===== src/rtl/csr_led_pwm.sv =====
// CSR-mapped 8-channel LED PWM: two 32-bit duty words, prescaled 255-step PWM.
// Define CSR_LED_PWM_SYNC_EN to double-buffer duties so updates land on period boundaries.
`timescale 1ns/1ps

module csr_led_pwm #(
  parameter logic [11:0] BASE_ADDR = 12'h7c2,
  parameter int          PRESCALE  = 47
) (
  input  logic        clk,
  input  logic        rst,
  input  logic        read,
  input  logic [1:0]  modify,
  input  logic [31:0] wdata,
  input  logic [11:0] addr,
  output logic [31:0] rdata,
  output logic        valid,
  output logic [7:0]  leds
);

  localparam int             PW       = (PRESCALE > 0) ? $clog2(PRESCALE + 1) : 1;
  localparam logic [PW-1:0]  P_MAX    = PW'(PRESCALE);
  localparam logic [7:0]     C_LAST   = 8'd254;
  localparam logic [63:0]    S_RESET  = 64'hFF00_0000_0000_00FF;
  localparam logic [11:0]    ADDR_B   = BASE_ADDR + 12'd1;

  localparam logic [1:0] MOD_NONE  = 2'b00;
  localparam logic [1:0] MOD_WRITE = 2'b01;
  localparam logic [1:0] MOD_SET   = 2'b10;
  localparam logic [1:0] MOD_CLEAR = 2'b11;

  // Access is decoded purely from addr; the strobe is accepted but not needed.
  logic unused_read;
  assign unused_read = read;

  logic [7:0][7:0] s_q, s_d;
  logic [PW-1:0]   p_q, p_d;
  logic [7:0]      c_q, c_d;
  logic [7:0]      leds_q, leds_d;
  logic [31:0]     rdata_q, rdata_d;
  logic            valid_q, valid_d;
  logic [7:0][7:0] duty;

  logic        hit_a, hit_b, tick, wrap;
  logic [31:0] word_cur, word_new;

  // CSR decode and read-modify-write of the addressed duty word.
  always_comb begin
    hit_a    = (addr == BASE_ADDR);
    hit_b    = (addr == ADDR_B);
    word_cur = hit_b ? s_q[7:4] : s_q[3:0];
    unique case (modify)
      MOD_WRITE: word_new = wdata;
      MOD_SET:   word_new = word_cur | wdata;
      MOD_CLEAR: word_new = word_cur & ~wdata;
      default:   word_new = word_cur;
    endcase
    s_d = s_q;
    if (hit_a) s_d[3:0] = word_new;
    if (hit_b) s_d[7:4] = word_new;
    valid_d = hit_a | hit_b;
    rdata_d = valid_d ? word_cur : 32'h0;
  end

  // Prescaler and 255-step PWM counter (0..254).
  always_comb begin
    tick = (p_q == P_MAX);
    p_d  = tick ? '0 : p_q + 1'b1;
    wrap = tick && (c_q == C_LAST);
    c_d  = c_q;
    if (tick) c_d = wrap ? 8'd0 : c_q + 8'd1;
  end

`ifdef CSR_LED_PWM_SYNC_EN
  logic [7:0][7:0] a_q, a_d;

  // The copy reads the registered S, so a write on the boundary edge waits a period.
  always_comb begin
    a_d = wrap ? s_q : a_q;
  end

  always_ff @(posedge clk) begin
    if (rst) a_q <= S_RESET;
    else     a_q <= a_d;
  end

  assign duty = a_q;
`else
  assign duty = s_q;
`endif

  always_comb begin
    leds_d = '0;
    for (int i = 0; i < 8; i++) begin
      leds_d[i] = (c_q < duty[i]);
    end
  end

  // NOTE: the duty bank is a handful of flops with defined power-up LED state, so it is
  // reset like any other register rather than treated as an unreset memory.
  always_ff @(posedge clk) begin
    if (rst) begin
      s_q     <= S_RESET;
      p_q     <= '0;
      c_q     <= 8'd0;
      leds_q  <= 8'h00;
      rdata_q <= 32'h0;
      valid_q <= 1'b0;
    end else begin
      s_q     <= s_d;
      p_q     <= p_d;
      c_q     <= c_d;
      leds_q  <= leds_d;
      rdata_q <= rdata_d;
      valid_q <= valid_d;
    end
  end

  assign rdata = rdata_q;
  assign valid = valid_q;
  assign leds  = leds_q;

endmodule


===== config.mk =====
export PLATFORM = sky130hd
export DESIGN_NAME = csr_led_pwm
export DESIGN_NICKNAME = d
export VERILOG_FILES = /design/src/rtl/csr_led_pwm.sv
export SDC_FILE = /design/constraint.sdc
export NUM_CORES = 1
export LEC_CHECK = 0
export BUFFER_PORTS_ARGS = -buffer_cell sky130_fd_sc_hd__buf_2
export CORE_ASPECT_RATIO = 1.5
export CORE_MARGIN = 2
export CORE_UTILIZATION = 42
export CTS_BUF_LIST = sky130_fd_sc_hd__clkbuf_2
export DETAILED_ROUTE_END_ITERATION = 8
export PLACE_DENSITY = 0.72
export SLEW_MARGIN = 5
export SYNTH_ARGS = -nofsm -noshare
export SYNTH_HDL_FRONTEND = slang
export SYNTH_SLANG_ARGS = --single-unit

===== constraint.sdc =====
create_clock -name clk -period 3.9 [get_ports clk]
set_clock_uncertainty 0.05 [all_clocks]
set_input_delay 0.78 -clock clk [delete_from_list [all_inputs] [get_ports clk]]
set_output_delay 0.78 -clock clk [all_outputs]
set_load 0.01 [all_outputs]

---- Yosys cells after proc, flatten, opt, wreduce, memory -nomap -nowiden ----
Index checks and enable logic that the tools add are counted.
Widths: inputs -> output; s select.
storage, ports and cells
  flip-flop bits (word level) ............. 119
  bits in latches ......................... 0
  memory bits (writable) .................. 0
  ROM bits ................................ 0
  input bits .............................. 49
  output and inout bits ................... 41
  word-level logic and storage cells ...... 41
  memories kept ........................... 0
operators by class
  add/sub/neg operators ................... 2
  multiply operators ...................... 0
  divide/modulo/power cells ............... 0
  order comparisons ....................... 8
  equal/unequal tests ..................... 7
  shift-type cells ........................ 0
  multiplexer cells ....................... 3
  bitwise operators ....................... 5
  reductions and logical operators ........ 3
operators by type and width
  operator              count
  $pmux 32 s3           1
  $lt 8x8->1            8
  $and 32x32->32        1
  $mux 32               1
  $not 32->32           1
  $or 32x32->32         1
  $eq 12x11->1 const B  2
  $add 8x1->8 const B   1
  $eq 8x8->1 const B    1
  $mux 8                1
  $add 6x1->6 const B   1
  $eq 6x6->1 const B    1
  $eq 2x2->1 const B    2
  $reduce_or 2->1       2
  $eq 2x1->1 const B    1
  $logic_and 1x1->1     1
  $not 1->1             1
  $or 1x1->1            1

---- Depth between registers and ports, before layout ----
Gate-level depths: netlist of run 1.
  word-level depth ........................ 4
  gate-level depth with buffers ........... 7
  mapped depth without buffers ............ 6

---- Least setup slack after synthesis of run 1 ----
OpenSTA, ideal clock, no wires.
  kind .................................... input port to flip-flop
  start ................................... input addr[3]
  end ..................................... register rdata_q[1] (netlist: rdata[1])
  setup time .............................. 0.070 ns
  data arrival time ....................... 2.214 ns
  data required time ...................... 3.780 ns
  slack ................................... 1.566 ns
  stages on the path ...................... 5
  path buffers ............................ 2
  cells stage by stage .................... or4_4 > or4_1 > clkbuf_1 > buf_2 > a21oi_1
on the way
  word-level cells in the longest chain between the ends .. 4
  elaborated cells between the ends (all ways) .. 6
  classes of those cells .................. 2 x eq/ne; 1 x mux; 2 x bitwise; 1 x reduce/logical
RTL lines
  item                                    RTL line  source
  from (decl)                             14        input logic [11:0] addr,
  $eq 12x11->1, on equally long branches  48, 49
  $or 1x1->1                              60        valid_d = hit_a | hit_b;
  $not 1->1 (no line)                     -
  $reduce_or 2->1 (no line)               -
  to (signal assigned)                    113       rdata_q <= rdata_d;
  to (decl)                               39        logic [31:0] rdata_q, rdata_d;
Parallel ways exist; a longest one is shown, timed or not.
A chain may end at the register's enable or synchronous reset.

---- Worst setup path in the final report of run 1 ----
  start ................................... register c_q[5]
  end ..................................... register leds_q[0] (netlist: leds[0])
on the way
  word-level cells in the longest chain between the ends .. 1
RTL lines
  item                    RTL line  source
  from (decl)             37        logic [7:0] c_q, c_d;
  from (signal assigned)  104       c_q <= 8'd0;
  from (signal assigned)  111       c_q <= c_d;
  $lt 8x8->1              94        leds_d[i] = (c_q < duty[i]);
  to (signal assigned)    112       leds_q <= leds_d;
  to (decl)               38        logic [7:0] leds_q, leds_d;
No other way between the ends.

==> run_results.csv, run 1 <==
group,metric,value,unit
synthesis,post_synth_inst_count,826,
drt,dr.pass1.iters,5,
worst_setup_path,reg2reg_depth,4,
drt,drt_iter0_markers,467,
worst_setup_path,timing.critical_path.cells,"ha_1 -> a211oi_1 -> nand2_1 -> o311ai_0",
worst_setup_path,critical-path-top-delay-family,"flip-flops",
synthesis,synth_compound_area_share,24.94,%
worst_setup_path,slowest_cell_delay_on_critical_path,810,ps
placed_design,place.detailed.instances,1066,
placed_design,port-buffer-count,88,
worst_setup_path,data_arrival_time_at_the_worst_slack_endpoint,2660,ps
floorplan,std_cell_rows,56,
clock_network,tritoncts,"done",
global_routing,total_global_route_track_usage,21.37,%
power_and_ir_drop,cellLeakagePower,2.908,nW
clock_network,clk_root_buffer_cell,"sky130_fd_sc_hd__clkbuf_2",
clock_network,numClockSinks,119,
worst_setup_path,r2r_slack,1730,ps
finish,drive_gt1_share,14.77,%
floorplan,dieArea,0.01705,mm2
min_path,type_of_the_worst_min_delay_path,"in -> reg",
synthesis,avgSynthCellArea,8.137,um2
global_routing,grt_max_degree,91,
synthesis,synth.largest_area_cell,"sky130_fd_sc_hd__dfxtp_1",
power_and_ir_drop,power.density_cell_area,307.5,mW/mm2
worst_setup_path,crit_path_top_delay_cell,"sky130_fd_sc_hd__dfxtp_1",
clock_network,cts.repair_timing.setup_buffer_count,0,
floorplan,die_h,158.9,um
worst_setup_path,critical_path_class,"reg -> reg",
synthesis,synth_top_family_by_area,"compound AO/OA/AOI/OAI gates",
worst_setup_path,critical_path_buf_inv_count,0,
synthesis,synth_top_cells_by_area,"sky130_fd_sc_hd__dfxtp_1, sky130_fd_sc_hd__ha_1, sky130_fd_sc_hd__a32oi_1",
min_path,hold_path_startpoint,"wdata[23]",
finish,most_frequent_cells_in_the_layout,"sky130_fd_sc_hd__dfxtp_1, sky130_fd_sc_hd__buf_2, sky130_fd_sc_hd__nand2_1",
floorplan,ios,90,
clock_network,cts_max_path_buffers,2,
finish,ff_latch_area,0.002382,mm2
worst_setup_path,critical_path_peak_fanout,11,
finish,final_design_area_no_fill,0.007557,mm2
finish,multi_input_area,0.003835,mm2
timing,worst_margin_pin_slew,985.4,ps
global_routing,grt_pass1_vias,6054,
finish,layout.cells.most_common,"sky130_fd_sc_hd__dfxtp_1",
worst_setup_path,endpoint_kind,"flop",
finish,finalNonFillerCells,1099,
synthesis,fraction_of_synthesized_cell_area_in_xor_and_xnor_cells,3.127,%
min_path,worst_hold_path.endpoint,"duty[23]$_SDFFE_PP0P_",
drt,avgRoutedWirePerCell,16.45,um
synthesis,synth_warnings,0,
worst_setup_path,rr_startpoint,"c_q[5]$_SDFFE_PP0P_",
synthesis,muxShareOfSynthArea,0,%
run_status,outcome,"completed",
flow_run,count_of_maximum_capacitance_violations,0,
clock_network,numCtsBuffers,17,
global_routing,antenna_found_initial,2,
synthesis,netlist.area_leader.share,35.44,%
placed_design,detailedPlacementHpwl,11.55,mm
floorplan,starting_density_of_the_core,43.02,%
drt,drtAntennaViolNets,0,
timing,share_of_the_cycle_needed_by_the_critical_path_after_routing,55.58,%
placed_design,gp_congestion,0.8257,
clock_network,cts.repair.resized,0,
floorplan,core_area,0.01563,mm2
synthesis,mappedNetlistNets,934,
timing,report.final.hold_viol_count,0,
clock_network,clk_lat_worst_skew,660,ps
timing,relative_max_transition_margin,33.80,%
global_routing,grt_pass1_wl,29.49,mm
timing,unrepaired_setup_endpoints_after_global_routing,"no",
drt,totalWireLength,18.08,mm
synthesis,synth_adder_area_share,10.98,%
drt,detail_route.drc_violations,0,
synthesis,synth_seq_cells,119,
placed_design,place_area,0.007274,mm2
synthesis,syn_area,0.006721,mm2
clock_network,cts.clk_slew.worst_paths,190,ps
drt,num_vias,6516,
global_routing,grt_overflow,0,
finish,synth_to_final_area_change,12.43,%
timing,final.min_clock_period,2167,ps
drt,number_of_vias_per_cell,5.929,
synthesis,netlist-cell-type-count,37,
worst_setup_path,start_kind,"flop",
timing,setup_viol,0,
min_path,whs_path_depth,2,
finish,fill_cells,1538,
timing,slew_violations,0,
power_and_ir_drop,max-vdd-ir-drop,0.0002051,V
floorplan,floorplan.die.width,107.3,um
clock_network,cts_htree_levels,4,
finish,num-nets-final,990,
synthesis,synthesized_area_fraction_occupied_by_and_or_nand_nor_cells,17.96,%
worst_setup_path,cp_data_required_time,4390,ps
timing,fin_tns_setup,0,ps
clock_network,holdBufCountCts,0,
timing,fmax,461.4,MHz
worst_setup_path,capture_instance_of_the_worst_register_to_register_path,"leds[0]$_SDFF_PP0_",
synthesis,yosysSeqAreaShare,35.44,%
-- cell usage after synthesis --
master                     number
sky130_fd_sc_hd__nand4b_1       1
sky130_fd_sc_hd__a21o_1        13
sky130_fd_sc_hd__nor4_4         2
sky130_fd_sc_hd__a311oi_1      18
sky130_fd_sc_hd__or4_4          1
sky130_fd_sc_hd__o311ai_0       8
sky130_fd_sc_hd__ha_1          59
sky130_fd_sc_hd__xnor2_1       20
sky130_fd_sc_hd__o21ai_0       65
sky130_fd_sc_hd__nand3_1        8
sky130_fd_sc_hd__a32oi_1       43
sky130_fd_sc_hd__and3b_1        1
sky130_fd_sc_hd__or2_2          1
sky130_fd_sc_hd__dfxtp_1      119
sky130_fd_sc_hd__or4_1          1
sky130_fd_sc_hd__a21oi_1       55
sky130_fd_sc_hd__a211oi_1       8
sky130_fd_sc_hd__and3_1         2
sky130_fd_sc_hd__buf_2         15
sky130_fd_sc_hd__nor3_1         7
sky130_fd_sc_hd__nand2_1       85
sky130_fd_sc_hd__xor2_1         4
sky130_fd_sc_hd__buf_1          4
sky130_fd_sc_hd__nor2_1        32
sky130_fd_sc_hd__a22o_1         3
sky130_fd_sc_hd__nor2b_1       29
sky130_fd_sc_hd__nand2b_1       9
sky130_fd_sc_hd__clkbuf_1      43
sky130_fd_sc_hd__and4_1         2
sky130_fd_sc_hd__and2_1         1
sky130_fd_sc_hd__inv_1         68
sky130_fd_sc_hd__nand3b_1       1
sky130_fd_sc_hd__nor4_1         1
sky130_fd_sc_hd__nand4_1       48
sky130_fd_sc_hd__or3_1          2
sky130_fd_sc_hd__a31oi_1       46
sky130_fd_sc_hd__nor3b_1        1
-- worst max path at each step --
stage / from / endpoint / slack [ps] / depth (start not counted)
4_1_cts: c_q[5]$_SDFFE_PP0P_ / leds[6]$_SDFF_PP0_ / 1690 / 4
3_3_place_gp: addr[3] / duty[24]$_SDFFE_PP0P_ / 1180 / 6
5_1_grt: addr[3] / duty[24]$_SDFFE_PP0P_ / 1620 / 6
6_report: c_q[5]$_SDFFE_PP0P_ / leds[0]$_SDFF_PP0_ / 1730 / 4
2_1_floorplan: addr[3] / rdata[1]$_SDFF_PP0_ / 1570 / 5
3_5_place_dp: addr[3] / duty[24]$_SDFFE_PP0P_ / 1100 / 6
-- kinds of logic (layout without fill, tap and decap cells) --
group	Yosys count	in the layout
other cells	0	2
simple gates	235	235
flops	119	119
compound gates	259	259
fa+ha+maj	59	59
xor+xnor	24	24
buf+inv	130	198
-- layer usage --
metal	wire length (um)	part of all wire [%]	vias to the layer above	GRT usage [%]
met1	7521	42	3114	25.88
met3	921	5.1	36	3.602
met2	9192	51	213	36.91
met5	0	0	-	0
li1	-	-	3153	-
met4	442	2.4	0	8.914
-- through the flow --
step / power (mW) / hold WS (ps) / util (%) / setup slack, ps
global placement: 1.404 / 398.2 / 46.56 / 1184
finish: 2.324 / 273.8 / 48.37 / 1733
CTS: 2.338 / 240.6 / 48.33 / 1691
detailed placement: 1.407 / 402.2 / 46.56 / 1105
floorplan: 1.338 / 383.1 / - / 1566
global route: 2.405 / 233.1 / 48.37 / 1616
-- registers in the layout, summed over array words and instances (netlist names) --
register and count:
leds 8, c_q 8, duty 64, p_q 6, rdata 32, valid 1
-- area by class of cell --
class	instances	area share (%)
diodes	2	0.06623
clock buffers	19	1.258
clock inverters	12	2.417
inverters	68	3.377
multi-input cells	577	50.75
flip-flops and latches	119	31.52
well taps	203	3.361
repair buffers	99	7.252
-- report_power, final --
group / switching [mW] / internal (mW)
logic: 0.108 / 0.0532
registers: 0.00236 / 1.22
clock network: 0.462 / 0.477
total: 0.573 / 1.75
No activity file was read; power rests on OpenSTA's default activity.
==> run 2: changes to the inputs <==
clock period = 2 ns   (was 3.9 ns; I/O delays follow)
==> run 2 against run 1 <==
Compared with the run above:
- critical path depth grew 2
- fmax grew 15%
- clock-buffer cell count shrank 2
- critical path type unchanged
- critical endpoint is now leds[1]$_SDFF_PP0_
- largest cell class unchanged
- largest power group unchanged
==> run_results.csv, run 2 (synthesis results as in run 1) <==
group,metric,value,unit
timing,fmax,532.5,MHz
timing,worst_margin_pin_slew,640.1,ps
finish,most_frequent_cells_in_the_layout,"sky130_fd_sc_hd__dfxtp_1, sky130_fd_sc_hd__buf_2, sky130_fd_sc_hd__nand2_1",
power_and_ir_drop,max-vdd-ir-drop,0.0003690,V
worst_setup_path,start_kind,"flop",
timing,report.final.hold_viol_count,0,
run_status,outcome,"completed",
floorplan,ios,90,
global_routing,antenna_found_initial,1,
global_routing,grt_pass1_wl,30.90,mm
drt,drtAntennaViolNets,0,
flow_run,count_of_maximum_capacitance_violations,0,
drt,avgRoutedWirePerCell,16.31,um
timing,slew_violations,0,
drt,totalWireLength,18.94,mm
clock_network,cts_htree_levels,4,
drt,number_of_vias_per_cell,5.841,
clock_network,cts.repair_timing.setup_buffer_count,0,
placed_design,port-buffer-count,88,
worst_setup_path,endpoint_kind,"flop",
timing,share_of_the_cycle_needed_by_the_critical_path_after_routing,93.90,%
drt,drt_iter0_markers,480,
global_routing,grt_pass1_vias,6460,
min_path,type_of_the_worst_min_delay_path,"in -> reg",
clock_network,tritoncts,"done",
floorplan,std_cell_rows,56,
global_routing,total_global_route_track_usage,22.30,%
finish,finalCoreUtilization,53.05,%
worst_setup_path,cp_data_required_time,2600,ps
drt,detail_route.drc_violations,0,
finish,drive_gt1_share,17.24,%
timing,final.min_clock_period,1878,ps
timing,fin_tns_setup,0,ps
worst_setup_path,data_arrival_time_at_the_worst_slack_endpoint,2480,ps
finish,layout.cells.most_common,"sky130_fd_sc_hd__dfxtp_1",
finish,final_design_area_no_fill,0.008289,mm2
drt,dr.pass1.iters,8,
clock_network,cts_max_path_buffers,2,
finish,synth_to_final_area_change,23.32,%
worst_setup_path,critical_path_class,"reg -> reg",
drt,num_vias,6781,
timing,unrepaired_setup_endpoints_after_global_routing,"no",
placed_design,detailedPlacementHpwl,12.61,mm
power_and_ir_drop,power.density_cell_area,595.1,mW/mm2
floorplan,dieArea,0.01705,mm2
timing,setup_viol,0,
worst_setup_path,critical_path_peak_fanout,6,
clock_network,clk_lat_worst_skew,700,ps
floorplan,floorplan.die.width,107.3,um
floorplan,starting_density_of_the_core,43.02,%
finish,num-nets-final,1052,
floorplan,die_h,158.9,um
clock_network,cts.clk_slew.worst_paths,180,ps
timing,relative_max_transition_margin,57.27,%
clock_network,numCtsBuffers,17,
global_routing,grt_overflow,0,
clock_network,clk_root_buffer_cell,"sky130_fd_sc_hd__clkbuf_2",
placed_design,gp_congestion,0.8374,
timing,worst_hold_slack,52.52,ps
power_and_ir_drop,post-layout-total-power,4.933,mW
clock_network,numClockSinks,119,
finish,largest_register_ff_count,64,
power_and_ir_drop,cellLeakagePower,3.268,nW
floorplan,core_area,0.01563,mm2
global_routing,grt_max_degree,63,
placed_design,place_area,0.007625,mm2
run 2: cell count changes in the layout (fill, tap and decap cells not counted), sizes merged, moves of 2 or more:
cell         delta
buf            +30
clkbuf          -2
dlygate4sd3    +32
bufinv          +2
run 2: per-stage QoR:
stage / worst slack (ps) / cells
2_1_floorplan: 46.09 / 826
6_report: 122.0 / 1161
3_3_place_gp: -138.0 / 1096
3_5_place_dp: -163.3 / 1096
4_1_cts: 110.3 / 1160
5_1_grt: 9.358 / 1161
run 2: cell type report:
type / instances / area [um2]
diodes: 1 / 2.502
flip-flops and latches: 119 / 2384
fillers: 1494 / 7336
multi-input cells: 577 / 3835
well taps: 203 / 254.0
clock inverters: 15 / 255.2
repair buffers: 161 / 1219
clock buffers: 17 / 85.08
inverters: 68 / 255.2
run 2: worst paths after layout:
kind / cells past startpoint / slack [ps] / from / to
hold / removal: 3 / 50 / modify[1] / duty[55]$_SDFFE_PP0N_
setup / recovery: 6 / 120 / c_q[5]$_SDFFE_PP0P_ / leds[1]$_SDFF_PP0_
hold reg to reg: 2 / 420 / duty[23]$_SDFFE_PP0P_ / rdata[23]$_SDFF_PP0_
setup reg to reg: 6 / 120 / c_q[5]$_SDFFE_PP0P_ / leds[1]$_SDFF_PP0_
run 2: where the power goes:
part | internal [mW] | leakage [nW] | switching (mW)
Combinational | 0.156 | 2.12 | 0.221
Clock | 1.18 | 0.187 | 0.986
Sequential | 2.38 | 0.960 | 0.00515
run 2: worst max-delay path: stages (launching register included):
cell,delay [ps]
sky130_fd_sc_hd__dfxtp_2,420
sky130_fd_sc_hd__buf_4,170
sky130_fd_sc_hd__ha_1,310
sky130_fd_sc_hd__a211oi_1,280
sky130_fd_sc_hd__nand2_1,100
sky130_fd_sc_hd__o311ai_0,340
sky130_fd_sc_hd__buf_4,180
run 2: routing by layer:
| metal | wire length (um) | global-route usage (%) | part of all wire, % |
|---|---|---|---|
| met1 | 7597 | 26.05 | 40 |
| met4 | 471 | 7.910 | 2.5 |
| met3 | 1074 | 4.707 | 5.7 |
| met2 | 9796 | 39.61 | 52 |
| met5 | 0 | 0 | 0 |
run 2: repair_timing:
item / in CTS / in global routing
gates resized for setup: 2 / 0
hold buffers: 32 / 0
endpoints found under the hold margin: 63 / 0
endpoints found under the setup margin: 2 / 0
